[config.mk]
export PLATFORM = sky130hd
export DESIGN_NAME = ring_link_rx_flat
export DESIGN_NICKNAME = d
export VERILOG_FILES = /design/src/rtl/ring_pkg.sv /design/src/rtl/ring_link_rx_if.sv /design/src/rtl/ring_fifo.sv /design/src/rtl/ring_link_rx.sv /design/src/flat_wrapper.sv
export SDC_FILE = /design/constraint.sdc
export NUM_CORES = 1
export LEC_CHECK = 0
export ABC_AREA = 1
export CORE_ASPECT_RATIO = 0.9
export CORE_MARGIN = 3
export CORE_UTILIZATION = 50
export CTS_BUF_LIST = sky130_fd_sc_hd__clkbuf_16
export DETAILED_ROUTE_END_ITERATION = 12
export PLACE_DENSITY = 0.73
export SYNTH_ARGS = -nofsm -noshare
export SYNTH_HDL_FRONTEND = slang
export SYNTH_SLANG_ARGS = --single-unit
[constraint.sdc]
create_clock -name clk -period 4.7 [get_ports clk]
set_clock_uncertainty 0.1 [all_clocks]
set_input_delay 1.175 -clock clk [delete_from_list [all_inputs] [get_ports clk]]
set_output_delay 1.175 -clock clk [all_outputs]
set_load 0.01 [all_outputs]
[src/rtl/ring_pkg.sv]
// ---------------------------------------------------------------------------
// ring_pkg
// Shared definitions for the inter-router ring link.
//
// A ring packet is laid out MSB first as:
//   [48]    VALID
//   [47:32] timestamp
//   [31:16] source id
//   [15:0]  destination id
//
// The backpressure word returned upstream carries the OFF flag in bit 0
// and the number of free receive slots in bits [15:1].
// ---------------------------------------------------------------------------
package ring_pkg;

    // Default link width; modules take PACKET_SIZE as a parameter.
    localparam int DEFAULT_PACKET_SIZE = 49;

    // Packet field positions for the default link width.
    localparam int PKT_VALID_BIT   = DEFAULT_PACKET_SIZE - 1;
    localparam int TIMESTAMP_LSB   = 32;
    localparam int TIMESTAMP_WIDTH = 16;
    localparam int SRC_LSB         = 16;
    localparam int SRC_WIDTH       = 16;
    localparam int DST_LSB         = 0;
    localparam int DST_WIDTH       = 16;

    // Backpressure word layout.
    localparam int BP_OFF_BIT  = 0;
    localparam int BP_FREE_MAX = 32767;

    typedef logic [DEFAULT_PACKET_SIZE-1:0] packet_t;
    typedef logic [15:0]                    bp_word_t;

    // On/off flow-control state signalled to the upstream transmitter.
    typedef enum logic [0:0] {
        BP_ON  = 1'b0,
        BP_OFF = 1'b1
    } bp_state_e;

    // The free-slot field is only 15 bits wide, so deep buffers report
    // the largest representable value instead of wrapping.
    function automatic logic [14:0] sat_free(input int unsigned free_slots);
        logic [31:0] w_val;
        w_val = free_slots;
        if (free_slots > BP_FREE_MAX) begin
            return 15'h7FFF;
        end
        return w_val[14:0];
    endfunction

endpackage

[src/rtl/ring_link_rx_if.sv]
// ---------------------------------------------------------------------------
// ring_link_rx_if
// Bundle of the receive-side link and switch handshake signals.
//
//   link_in          packet from the upstream transmitter
//   backpressure_wr  on/off + free-slot word returned upstream
//   pkt_out          FIFO head packet towards the switch
//   pkt_valid        head packet valid
//   pkt_ready        switch accepts the head packet
//
// slave  : the receiver (ring_link_rx)
// master : the environment (upstream transmitter and switch)
// ---------------------------------------------------------------------------
interface ring_link_rx_if #(
    parameter int PACKET_SIZE = ring_pkg::DEFAULT_PACKET_SIZE
);

    logic [PACKET_SIZE-1:0] link_in;
    logic [15:0]            backpressure_wr;
    logic [PACKET_SIZE-1:0] pkt_out;
    logic                   pkt_valid;
    logic                   pkt_ready;

    modport slave (
        input  link_in,
        input  pkt_ready,
        output backpressure_wr,
        output pkt_out,
        output pkt_valid
    );

    modport master (
        output link_in,
        output pkt_ready,
        input  backpressure_wr,
        input  pkt_out,
        input  pkt_valid
    );

endinterface

[src/rtl/ring_fifo.sv]
// ---------------------------------------------------------------------------
// ring_fifo
// Plain first-word-fall-through FIFO with an arbitrary (not necessarily
// power-of-two) depth. It knows nothing about packets or flow control; the
// caller must never push when full unless it pops in the same cycle, and
// must never pop when empty.
//
// Ports:
//   clk      clock
//   rst      synchronous active-high reset (empties the FIFO)
//   i_push   write i_data at the write pointer
//   i_pop    release the head entry
//   i_data   data to write
//   o_data   head entry, zero while empty
//   o_count  current occupancy, 0..DEPTH
//   o_full   occupancy == DEPTH
//   o_empty  occupancy == 0
// ---------------------------------------------------------------------------
module ring_fifo #(
    parameter int WIDTH = 49,
    parameter int DEPTH = 4
) (
    input  logic                         clk,
    input  logic                         rst,
    input  logic                         i_push,
    input  logic                         i_pop,
    input  logic [WIDTH-1:0]             i_data,
    output logic [WIDTH-1:0]             o_data,
    output logic [$clog2(DEPTH+1)-1:0]   o_count,
    output logic                         o_full,
    output logic                         o_empty
);

    localparam int CW = $clog2(DEPTH + 1);
    localparam int PW = $clog2(DEPTH);

    logic [WIDTH-1:0] r_mem [DEPTH];
    logic [PW-1:0]    r_wrPtr;
    logic [PW-1:0]    r_rdPtr;
    logic [CW-1:0]    r_count;

    // Pointers wrap explicitly at DEPTH-1 so any depth works.
    function automatic logic [PW-1:0] nextPtr(input logic [PW-1:0] ptr);
        if (ptr == PW'(DEPTH - 1)) begin
            return '0;
        end
        return ptr + PW'(1);
    endfunction

    // Storage array: written only on push, never reset, because the
    // occupancy count alone decides which entries are meaningful.
    always_ff @(posedge clk) begin
        if (i_push) begin
            r_mem[r_wrPtr] <= i_data;
        end
    end

    // Pointer and occupancy bookkeeping. A simultaneous push and pop
    // leaves the count unchanged while both pointers advance, which is
    // how a full FIFO reuses the slot freed by the pop.
    always_ff @(posedge clk) begin
        if (rst) begin
            r_wrPtr <= '0;
            r_rdPtr <= '0;
            r_count <= '0;
        end else begin
            if (i_push) begin
                r_wrPtr <= nextPtr(r_wrPtr);
            end
            if (i_pop) begin
                r_rdPtr <= nextPtr(r_rdPtr);
            end
            if (i_push && !i_pop) begin
                r_count <= r_count + CW'(1);
            end else if (!i_push && i_pop) begin
                r_count <= r_count - CW'(1);
            end
        end
    end

    // Head is read combinationally; it is forced to zero while empty so
    // stale or uninitialised memory never shows up on the output.
    always_comb begin
        o_data = '0;
        if (r_count != '0) begin
            o_data = r_mem[r_rdPtr];
        end
    end

    assign o_count = r_count;
    assign o_full  = (r_count == CW'(DEPTH));
    assign o_empty = (r_count == '0);

endmodule

[src/rtl/ring_link_rx.sv]
// ---------------------------------------------------------------------------
// ring_link_rx
// Receive end of one ring link direction. Incoming packets with VALID set
// are buffered in a BUFFER_SIZE-deep FIFO and offered to the router switch
// with a valid/ready handshake. The upstream transmitter is throttled by a
// registered on/off word with hysteresis; packets that still arrive while
// the FIFO is full (and not draining) are dropped and flagged.
//
// Parameter constraints: 2 <= BUFFER_SIZE <= 65535,
// OFF_THRESHOLD <= BUFFER_SIZE-2, ON_THRESHOLD < OFF_THRESHOLD.
// Keeping OFF two slots below full absorbs the two packets a compliant
// transmitter can still have in flight after it samples OFF.
//
// Ports:
//   clk                    clock
//   rst                    synchronous active-high reset
//   rx                     link/switch bundle (slave modport)
//   overflow               sticky: a valid packet was dropped
//   total_packet_accepted  64-bit count of packets written to the FIFO
//   total_packet_dropped   64-bit count of packets dropped
// ---------------------------------------------------------------------------
module ring_link_rx
    import ring_pkg::*;
#(
    parameter int PACKET_SIZE   = DEFAULT_PACKET_SIZE,
    parameter int BUFFER_SIZE   = 4,
    parameter int OFF_THRESHOLD = 2,
    parameter int ON_THRESHOLD  = 1
) (
    input  logic                 clk,
    input  logic                 rst,
    ring_link_rx_if.slave        rx,
    output logic                 overflow,
    output logic [63:0]          total_packet_accepted,
    output logic [63:0]          total_packet_dropped
);

    localparam int CW        = $clog2(BUFFER_SIZE + 1);
    localparam int VALID_BIT = PACKET_SIZE - 1;

    localparam logic [CW-1:0] OFF_LEVEL = CW'(OFF_THRESHOLD);
    localparam logic [CW-1:0] ON_LEVEL  = CW'(ON_THRESHOLD);

    logic [CW-1:0]  w_count;
    logic [CW-1:0]  w_occNext;
    logic           w_full;
    logic           w_empty;
    logic           w_present;
    logic           w_push;
    logic           w_pop;
    logic           w_drop;
    logic [14:0]    w_freeNext;
    bp_state_e      w_bpStateNext;
    bp_word_t       w_bpWord;

    bp_state_e      r_bpState;
    logic [14:0]    r_bpFree;
    logic           r_overflow;
    logic [63:0]    r_accepted;
    logic [63:0]    r_dropped;

    // A full FIFO can still take a packet when the switch pops in the
    // same cycle; only a valid arrival with no room at all is dropped.
    assign w_present = rx.link_in[VALID_BIT];
    assign w_pop     = !w_empty && rx.pkt_ready;
    assign w_push    = w_present && (!w_full || w_pop);
    assign w_drop    = w_present && w_full && !w_pop;

    ring_fifo #(
        .WIDTH (PACKET_SIZE),
        .DEPTH (BUFFER_SIZE)
    ) u_fifo (
        .clk     (clk),
        .rst     (rst),
        .i_push  (w_push),
        .i_pop   (w_pop),
        .i_data  (rx.link_in),
        .o_data  (rx.pkt_out),
        .o_count (w_count),
        .o_full  (w_full),
        .o_empty (w_empty)
    );

    assign rx.pkt_valid = !w_empty;

    // Occupancy the FIFO will hold after this edge; the backpressure word
    // is derived from it so upstream sees the freshest possible state.
    always_comb begin
        w_occNext = w_count;
        if (w_push && !w_pop) begin
            w_occNext = w_count + CW'(1);
        end else if (!w_push && w_pop) begin
            w_occNext = w_count - CW'(1);
        end
    end

    // Hysteresis: OFF at or above the high mark, ON at or below the low
    // mark, otherwise keep signalling whatever was signalled last.
    always_comb begin
        w_bpStateNext = r_bpState;
        if (w_occNext >= OFF_LEVEL) begin
            w_bpStateNext = BP_OFF;
        end else if (w_occNext <= ON_LEVEL) begin
            w_bpStateNext = BP_ON;
        end
    end

    assign w_freeNext = sat_free(32'(BUFFER_SIZE) - 32'(w_occNext));

    // Flow-control state register and registered free-slot field.
    always_ff @(posedge clk) begin
        if (rst) begin
            r_bpState <= BP_ON;
            r_bpFree  <= sat_free(32'(BUFFER_SIZE));
        end else begin
            r_bpState <= w_bpStateNext;
            r_bpFree  <= w_freeNext;
        end
    end

    // Assemble the word sent upstream from the registered fields.
    always_comb begin
        w_bpWord             = '0;
        w_bpWord[15:1]       = r_bpFree;
        w_bpWord[BP_OFF_BIT] = (r_bpState == BP_OFF);
    end

    assign rx.backpressure_wr = w_bpWord;

    // Statistics: free-running 64-bit counters that wrap, and a drop flag
    // that stays set until the next reset.
    always_ff @(posedge clk) begin
        if (rst) begin
            r_overflow <= 1'b0;
            r_accepted <= '0;
            r_dropped  <= '0;
        end else begin
            if (w_push) begin
                r_accepted <= r_accepted + 64'd1;
            end
            if (w_drop) begin
                r_dropped  <= r_dropped + 64'd1;
                r_overflow <= 1'b1;
            end
        end
    end

    assign overflow              = r_overflow;
    assign total_packet_accepted = r_accepted;
    assign total_packet_dropped  = r_dropped;

endmodule

[src/flat_wrapper.sv]
// flat-port wrapper written by rule: the top's interface ports become plain ports
module ring_link_rx_flat import ring_pkg::*;
#(
    parameter int PACKET_SIZE   = DEFAULT_PACKET_SIZE,
    parameter int BUFFER_SIZE   = 4,
    parameter int OFF_THRESHOLD = 2,
    parameter int ON_THRESHOLD  = 1
)
  (clk, rst, overflow, total_packet_accepted, total_packet_dropped, rx_link_in, rx_pkt_ready, rx_backpressure_wr, rx_pkt_out, rx_pkt_valid);
  ring_link_rx_if #(.PACKET_SIZE(PACKET_SIZE)) rx_i ();
  input  logic clk;
  input  logic rst;
  output logic overflow;
  output logic [63:0] total_packet_accepted;
  output logic [63:0] total_packet_dropped;
  input wire logic [$bits(rx_i.link_in)-1:0] rx_link_in;
  input wire logic [$bits(rx_i.pkt_ready)-1:0] rx_pkt_ready;
  output wire logic [$bits(rx_i.backpressure_wr)-1:0] rx_backpressure_wr;
  output wire logic [$bits(rx_i.pkt_out)-1:0] rx_pkt_out;
  output wire logic [$bits(rx_i.pkt_valid)-1:0] rx_pkt_valid;
  assign rx_i.link_in = rx_link_in;
  assign rx_i.pkt_ready = rx_pkt_ready;
  assign rx_backpressure_wr = rx_i.backpressure_wr;
  assign rx_pkt_out = rx_i.pkt_out;
  assign rx_pkt_valid = rx_i.pkt_valid;
  ring_link_rx #(.PACKET_SIZE(PACKET_SIZE), .BUFFER_SIZE(BUFFER_SIZE), .OFF_THRESHOLD(OFF_THRESHOLD), .ON_THRESHOLD(ON_THRESHOLD)) u_core (.clk(clk), .rst(rst), .rx(rx_i), .overflow(overflow), .total_packet_accepted(total_packet_accepted), .total_packet_dropped(total_packet_dropped));
endmodule
==> results.sh, run 1 <==
export IMPL_place_detailed_hpwl_mm=29.2
export IMPL_hold_viol=0
export IMPL_synthSimpleGateAreaFrac_pct=26.9
export IMPL_clk_latency_ns=0.53
export IMPL_synth_cells=1922
export IMPL_drive_above_1_share_pct=4.87
export IMPL_cts_resized=0
export IMPL_crit_type="flop to output port"
export IMPL_muxShareOfSynthArea_pct=0
export IMPL_ys_seq_elements=339
export IMPL_core_area_mm2=0.0311
export IMPL_ir_worst_vdd_mv=0.250
export IMPL_holdPathEnd="u_core.overflow"
export IMPL_yosysSeqAreaShare_pct=55.2
export IMPL_mostFrequentLayoutCells="459 x nor2_1, 320 x nand2_1, 245 x clkdlybuf4s50_1, 219 x inv_1, 196 x edfxtp_1"
export IMPL_grt_max_degree=99
export IMPL_cp_slowest_stage_delay_ns=0.78
export IMPL_fp_dieH_um=175
export IMPL_synthArstFlopShare_pct=0
export IMPL_cts_made_buffers=37
export IMPL_crit_buf_inv=2
export IMPL_slowest_stage="buf_4"
export IMPL_cp_top_family="buffers and inverters"
export IMPL_critPathMaxFanout=98
export IMPL_cts_root_buf="clkbuf_16"
export IMPL_finalSetupViolCount=0
export IMPL_r2r_start="u_core.u_fifo.o_count[0]"
export IMPL_cts_tree="built"
export IMPL_synth_cell_area_mm2=0.0158
export IMPL_yosys_top_cells_area="edfxtp_1 37%, dfxtp_1 18%, nor2_1 11%, nand2_1 7.6%, inv_1 5.0%"
export IMPL_start_util_pct=51.0
export IMPL_post_route_drc_count=0
export IMPL_reg2reg_slack_ns=2.18
export IMPL_yosys_area_top_type_share_pct=37.2
export IMPL_grt_pass1_vias=12900
export IMPL_synth_xor_area_share_pct=0.719
export IMPL_fillers=2506
export IMPL_grtUsageTotal_pct=24.3
export IMPL_dr_pass1_iters=5
export IMPL_worstPathCellList="buf_4 -> nor2_1 -> nor2_1 -> o21ai_0 -> a21oi_1 -> clkdlybuf4s50_1"
export IMPL_rsz0062_at_grt="no"
export IMPL_clock_sinks=339
export IMPL_wl_mm=42.6
export IMPL_synth_compound_area_share_pct=9.08
export IMPL_grt_pass1_wl_mm=67.4
export IMPL_end_kind="output port"
export IMPL_postSynthAreaPerCell_um2=8.24
export IMPL_required_ns=3.42
export IMPL_synthFlopType="edfxtp_1"
export IMPL_die_w_um=194
export IMPL_post_drt_wl_per_cell_um=16.5
export IMPL_die_area_mm2=0.0339
export IMPL_h_tree_depth=2
export IMPL_grt_ovfl_total=0
export IMPL_vias_per_cell=5.31
export IMPL_ant_nets=0
export IMPL_rows=61
export IMPL_cap_violations=0
export IMPL_synth_edf_count=196
export IMPL_holdWs_ns=0.373
export IMPL_yosysUniqueCellTypes=40
export IMPL_worstHoldStart="u_core.overflow"
export IMPL_final_common_cell="nor2_1"
export IMPL_tns_ns=0
export IMPL_outcome="complete, no violations"
export IMPL_crit_path_start_kind="flop"
export IMPL_p_per_area_mw_per_mm2=374
export IMPL_pin_count=247
export IMPL_crit_top_cell="nor2_1"
export IMPL_drtIter0Drc=1014
export IMPL_area_growth_pct=25.4
export IMPL_worst_pin_slew_ns=1.18
export IMPL_num_nets_final=2218
export IMPL_synth_top_cell_by_area="edfxtp_1"
export IMPL_slew_violations=0
export IMPL_synth_adder_area_share_pct=1.03
export IMPL_grt_antenna_before_repair=4
export IMPL_cts_max_path_buffers=3
export IMPL_gp_congestion=0.974
export IMPL_io_buffers=246
export IMPL_hp_class="flop to flop"
export IMPL_worstPathArrival_ns=2.94
export IMPL_r2r_end="u_core.r_bpState"
export IMPL_synth_nets=1987
export IMPL_yosys_warnings=0
export IMPL_postCtsHoldBufs=0
export IMPL_hold_path_depth=1
export IMPL_vias=13700
export IMPL_timing_final_crit_share_pct=89.6
export IMPL_fmax_mhz=237
export IMPL_clk_pin_slew_ns=0.06
export IMPL_post_cts_setup_buffer_count=0
export IMPL_ff2ff_path_depth=15
export IMPL_p_leak_nw=7.10
export IMPL_synth_top_family_by_area="simple AND/OR/NAND/NOR gates"
export IMPL_max_slew_margin_rel_pct=21.5
export IMPL_fin_crit_ns=4.21
==> sequential cells by signal, summed over array words and instances, names as in the netlist, named ones only <==
signal	count
u_core.overflow	1
u_core.r_bpFree	4
u_core.r_bpState	1
u_core.total_packet_accepted	64
u_core.total_packet_dropped	64
u_core.u_fifo.o_count	3
u_core.u_fifo.r_mem	196
u_core.u_fifo.r_rdPtr	2
u_core.u_fifo.r_wrPtr	2
==> routing by layer <==
layer / vias to the layer above / part of all wire, % / GRT usage [%]
li1: 6760 / - / -
met1: 6397 / 43 / 33.0
met2: 506 / 45 / 39.6
met3: 76 / 8.5 / 5.40
met4: 8 / 2.4 / 7.02
met5: - / 0.13 / 0
==> report_power, final <==
part	leakage [nW]	total [mW]	switching, mW	internal, mW
Clock	0.625	2.88	1.16	1.72
Sequential	2.95	3.31	0.0409	3.27
Combinational	3.52	1.24	0.719	0.522
Total	7.10	7.43	1.92	5.51
==> worst reg2reg max path: cells and delay by family, from the launching register on <==
family | cells | cell delay, ns
buffers and inverters | 4 | 0.33
AOI/OAI and AO/OA | 1 | 0.07
DFF | 1 | 0.35
and+or+nand+nor | 8 | 1.03
adders and majority gates | 2 | 0.48
==> cells in the mapped netlist, types with 2 or more instances <==
cell      number
clkbuf_1      44
and3_1         3
nand3_2        4
o21a_1         7
a21oi_1      113
dfxtp_1      143
nand2_1      320
nand3b_1       3
buf_1          7
ha_1          13
nor3b_1        4
nor3_1        22
buf_6          3
nand3_1       84
nand2_2        2
a31oi_1        2
edfxtp_1     196
nor2_1       463
o21ai_0      154
and2_1         2
buf_4         12
nand4_1       59
inv_1        211
nor2_4         9
xnor2_1        5
xor2_1         8
buf_2          2
nor2_2        15
==> stage by stage <==
step	worst slack [ns]	util, %	area [um^2]	power (mW)	cells
after floorplan	0.452	-	15800	4.03	1922
after global placement	1.13	60.0	18600	4.58	2523
after detailed placement	1.08	60.0	18600	4.61	2523
after CTS	0.459	64.0	19900	7.49	2587
after global routing	0.298	64.0	19900	7.72	2587
final	0.487	64.0	19900	7.43	2588
==> worst max path at each step <==
stage / start / to / depth (start not counted)
final: flop / rx_pkt_out[13] / 6
after floorplan: rx_pkt_ready / u_core.u_fifo.r_mem[0][0] / 5
after detailed placement: flop / rx_pkt_out[13] / 6
after CTS: flop / rx_pkt_out[13] / 6
after global placement: rx_link_in[48] / u_core.r_bpState / 13
after global routing: flop / rx_pkt_out[13] / 6
==> area by class of cell <==
type                    count  area, um^2  share of cell area [%]
flip-flops and latches    339        8750                    44.0
multi-input cells        1303        6000                    30.2
repair buffers            260        2590                    13.0
clock buffers              37         926                    4.66
inverters                 212         796                    4.01
well taps                 409         512                    2.58
clock inverters            27         292                    1.47
diodes                      1        2.50                  0.0126
==> kinds of logic (layout without fill, tap and decap cells) <==
group	count (synthesis)	after routing
adder cells (fa/ha/maj)	13	13
XOR/XNOR	13	13
other	0	1
AND/OR/NAND/NOR	996	996
AO/OA/AOI/OAI	281	281
buffers and inverters	280	536
flip-flops	339	339
No activity file was read; power rests on OpenSTA's default activity.
==> run 2: changes to the inputs <==
Settings changed: CORE_UTILIZATION 50 to 49, PLACE_DENSITY 0.73 to 0.75.
Clock period 4.7 ns to 3.44 ns, I/O delays scaled along.
==> run 2 against run 1 <==
Compared with the run above: critical path depth rose by 1; worst setup slack got worse by 0.39 ns; via count rose by 0.23%; core utilization fell by 0.38 points; non-clock buffer count rose by 7; die area rose by 2.0%; sequential share of layout area fell by 0.15 points; largest cell class unchanged.
==> results.sh, run 2 (synthesis results as in run 1) <==
export IMPL_regMostFlops="u_core.u_fifo.r_mem"
export IMPL_worstPathArrival_ns=2.39
export IMPL_place_detailed_hpwl_mm=28.9
export IMPL_gp_congestion=0.923
export IMPL_cts_root_buf="clkbuf_16"
export IMPL_clk_latency_ns=0.52
export IMPL_slowest_stage="clkdlybuf4s50_1"
export IMPL_post_route_drc_count=0
export IMPL_cts_tree="built"
export IMPL_finalInstanceArea_mm2=0.0199
export IMPL_clock_sinks=339
export IMPL_grt_ovfl_total=0
export IMPL_slew_violations=0
export IMPL_required_ns=2.48
export IMPL_post_drt_wl_per_cell_um=16.4
export IMPL_wl_mm=42.5
export IMPL_final_common_cell="nor2_1"
export IMPL_io_buffers=246
export IMPL_largest_reg_flops=196
export IMPL_ant_nets=0
export IMPL_drtIter0Drc=1018
export IMPL_drive_above_1_share_pct=5.31
export IMPL_rows=61
export IMPL_die_area_mm2=0.0345
export IMPL_grtUsageTotal_pct=23.9
export IMPL_fin_util_pct=63.6
export IMPL_max_slew_margin_rel_pct=60.6
export IMPL_place_area_mm2=0.0188
export IMPL_fin_crit_ns=3.35
export IMPL_pin_count=247
export IMPL_vias_per_cell=5.31
export IMPL_cp_top_family="buffers and inverters"
export IMPL_start_util_pct=50.5
export IMPL_grt_max_degree=99
export IMPL_die_w_um=196
export IMPL_hold_viol=0
export IMPL_tns_ns=0
export IMPL_dr_pass1_iters=5
export IMPL_crit_type="flop to output port"
export IMPL_p_per_area_mw_per_mm2=495
export IMPL_dp_slack_ns=0.364
export IMPL_clk_pin_slew_ns=0.06
export IMPL_postCtsHoldBufs=0
export IMPL_worstPathCellList="inv_1 -> ha_2 -> nand2_2 -> inv_1 -> buf_12 -> a21oi_1 -> clkdlybuf4s50_1"
export IMPL_cts_max_path_buffers=3
export IMPL_timing_final_crit_share_pct=97.3
export IMPL_h_tree_depth=2
export IMPL_num_nets_final=2223
export IMPL_grt_pass1_vias=13400
export IMPL_crit_top_cell="inv_1"
export IMPL_place_inst=2526
export IMPL_finalSetupViolCount=0
export IMPL_hp_class="flop to flop"
export IMPL_finalPower_mw=9.88
export IMPL_grt_pass1_wl_mm=67.7
export IMPL_timing_final_ws_setup_ns=0.0944
export IMPL_rsz0062_at_grt="no"
export IMPL_fp_dieH_um=177
export IMPL_cap_violations=0
export IMPL_mostFrequentLayoutCells="459 x nor2_1, 319 x nand2_1, 241 x clkdlybuf4s50_1, 223 x inv_1, 196 x edfxtp_1"
export IMPL_area_growth_pct=25.9
export IMPL_worst_pin_slew_ns=0.591
export IMPL_cp_slowest_stage_delay_ns=0.58
export IMPL_holdWs_ns=0.382
export IMPL_end_kind="output port"
export IMPL_vias=13800
export IMPL_crit_buf_inv=4
export IMPL_core_area_mm2=0.0314
export IMPL_layout_cells_non_filler=2595
export IMPL_critPathMaxFanout=49
export IMPL_grt_antenna_before_repair=2
export IMPL_fmax_mhz=299
export IMPL_cts_made_buffers=35
export IMPL_p_leak_nw=7.17
export IMPL_ir_worst_vdd_mv=0.460
export IMPL_crit_path_start_kind="flop"
export IMPL_outcome="complete, no violations"
## run 2: cell types whose count changed in the layout (fill, tap and decap cells not counted), sizes merged, moves of 2 or more
cell	before	now
clkdlybuf4s50	245	241
dlygate4sd2	0	2
inv	222	228
clkinv	12	10
buf	15	21
dlymetal6s2s	0	2
bufinv	5	2
## run 2: final cells by class
type	instances	area, um^2
Fill cell	2588	11400
Multi-Input combinational cell	1303	6020
Clock buffer	35	876
Clock inverter	29	209
Sequential cell	339	8750
Tap cell	409	512
Inverter	212	796
Timing Repair Buffer	267	2780
Antenna cell	1	2.50
## run 2: path summary, 6_finish.rpt
check | slack [ns] | cells after the start | end | startpoint
worst min-delay path | 0.38 | 1 | u_core.overflow | u_core.overflow
worst max-delay path | 0.09 | 7 | rx_pkt_out[43] | u_core.u_fifo.o_count[0]
worst min register to register | 0.38 | 1 | u_core.overflow | u_core.overflow
worst max register to register | 1.23 | 10 | u_core.total_packet_dropped[40] | u_core.u_fifo.o_count[0]
## run 2: what timing repair did
action | CTS | global route
endpoints found under the setup margin | 4 | 47
gates resized for setup | 5 | 6
gates cloned | 0 | 1
setup buffers | 0 | 3
## run 2: metal layers
metal  vias to the layer above  global-route usage (%)  share of wire (%)
met5                         -                       0              0.031
met4                         2                    6.74                2.1
met3                        80                    4.62                8.4
met2                       518                    40.2                 47
met1                      6386                    31.8                 43
li1                       6793                       -                  -
## run 2: power breakdown
part | switching (mW) | internal, mW
registers | 0.0618 | 4.47
clock network | 1.56 | 2.03
logic | 0.991 | 0.772
## run 2: worst reg2reg max path, delay by kind of cell, from the launching register on
family                     cells  cell delay, ns
adders and majority gates      1            0.25
buffers and inverters          2            0.39
DFF                            1            0.32
and+or+nand+nor                7            1.04
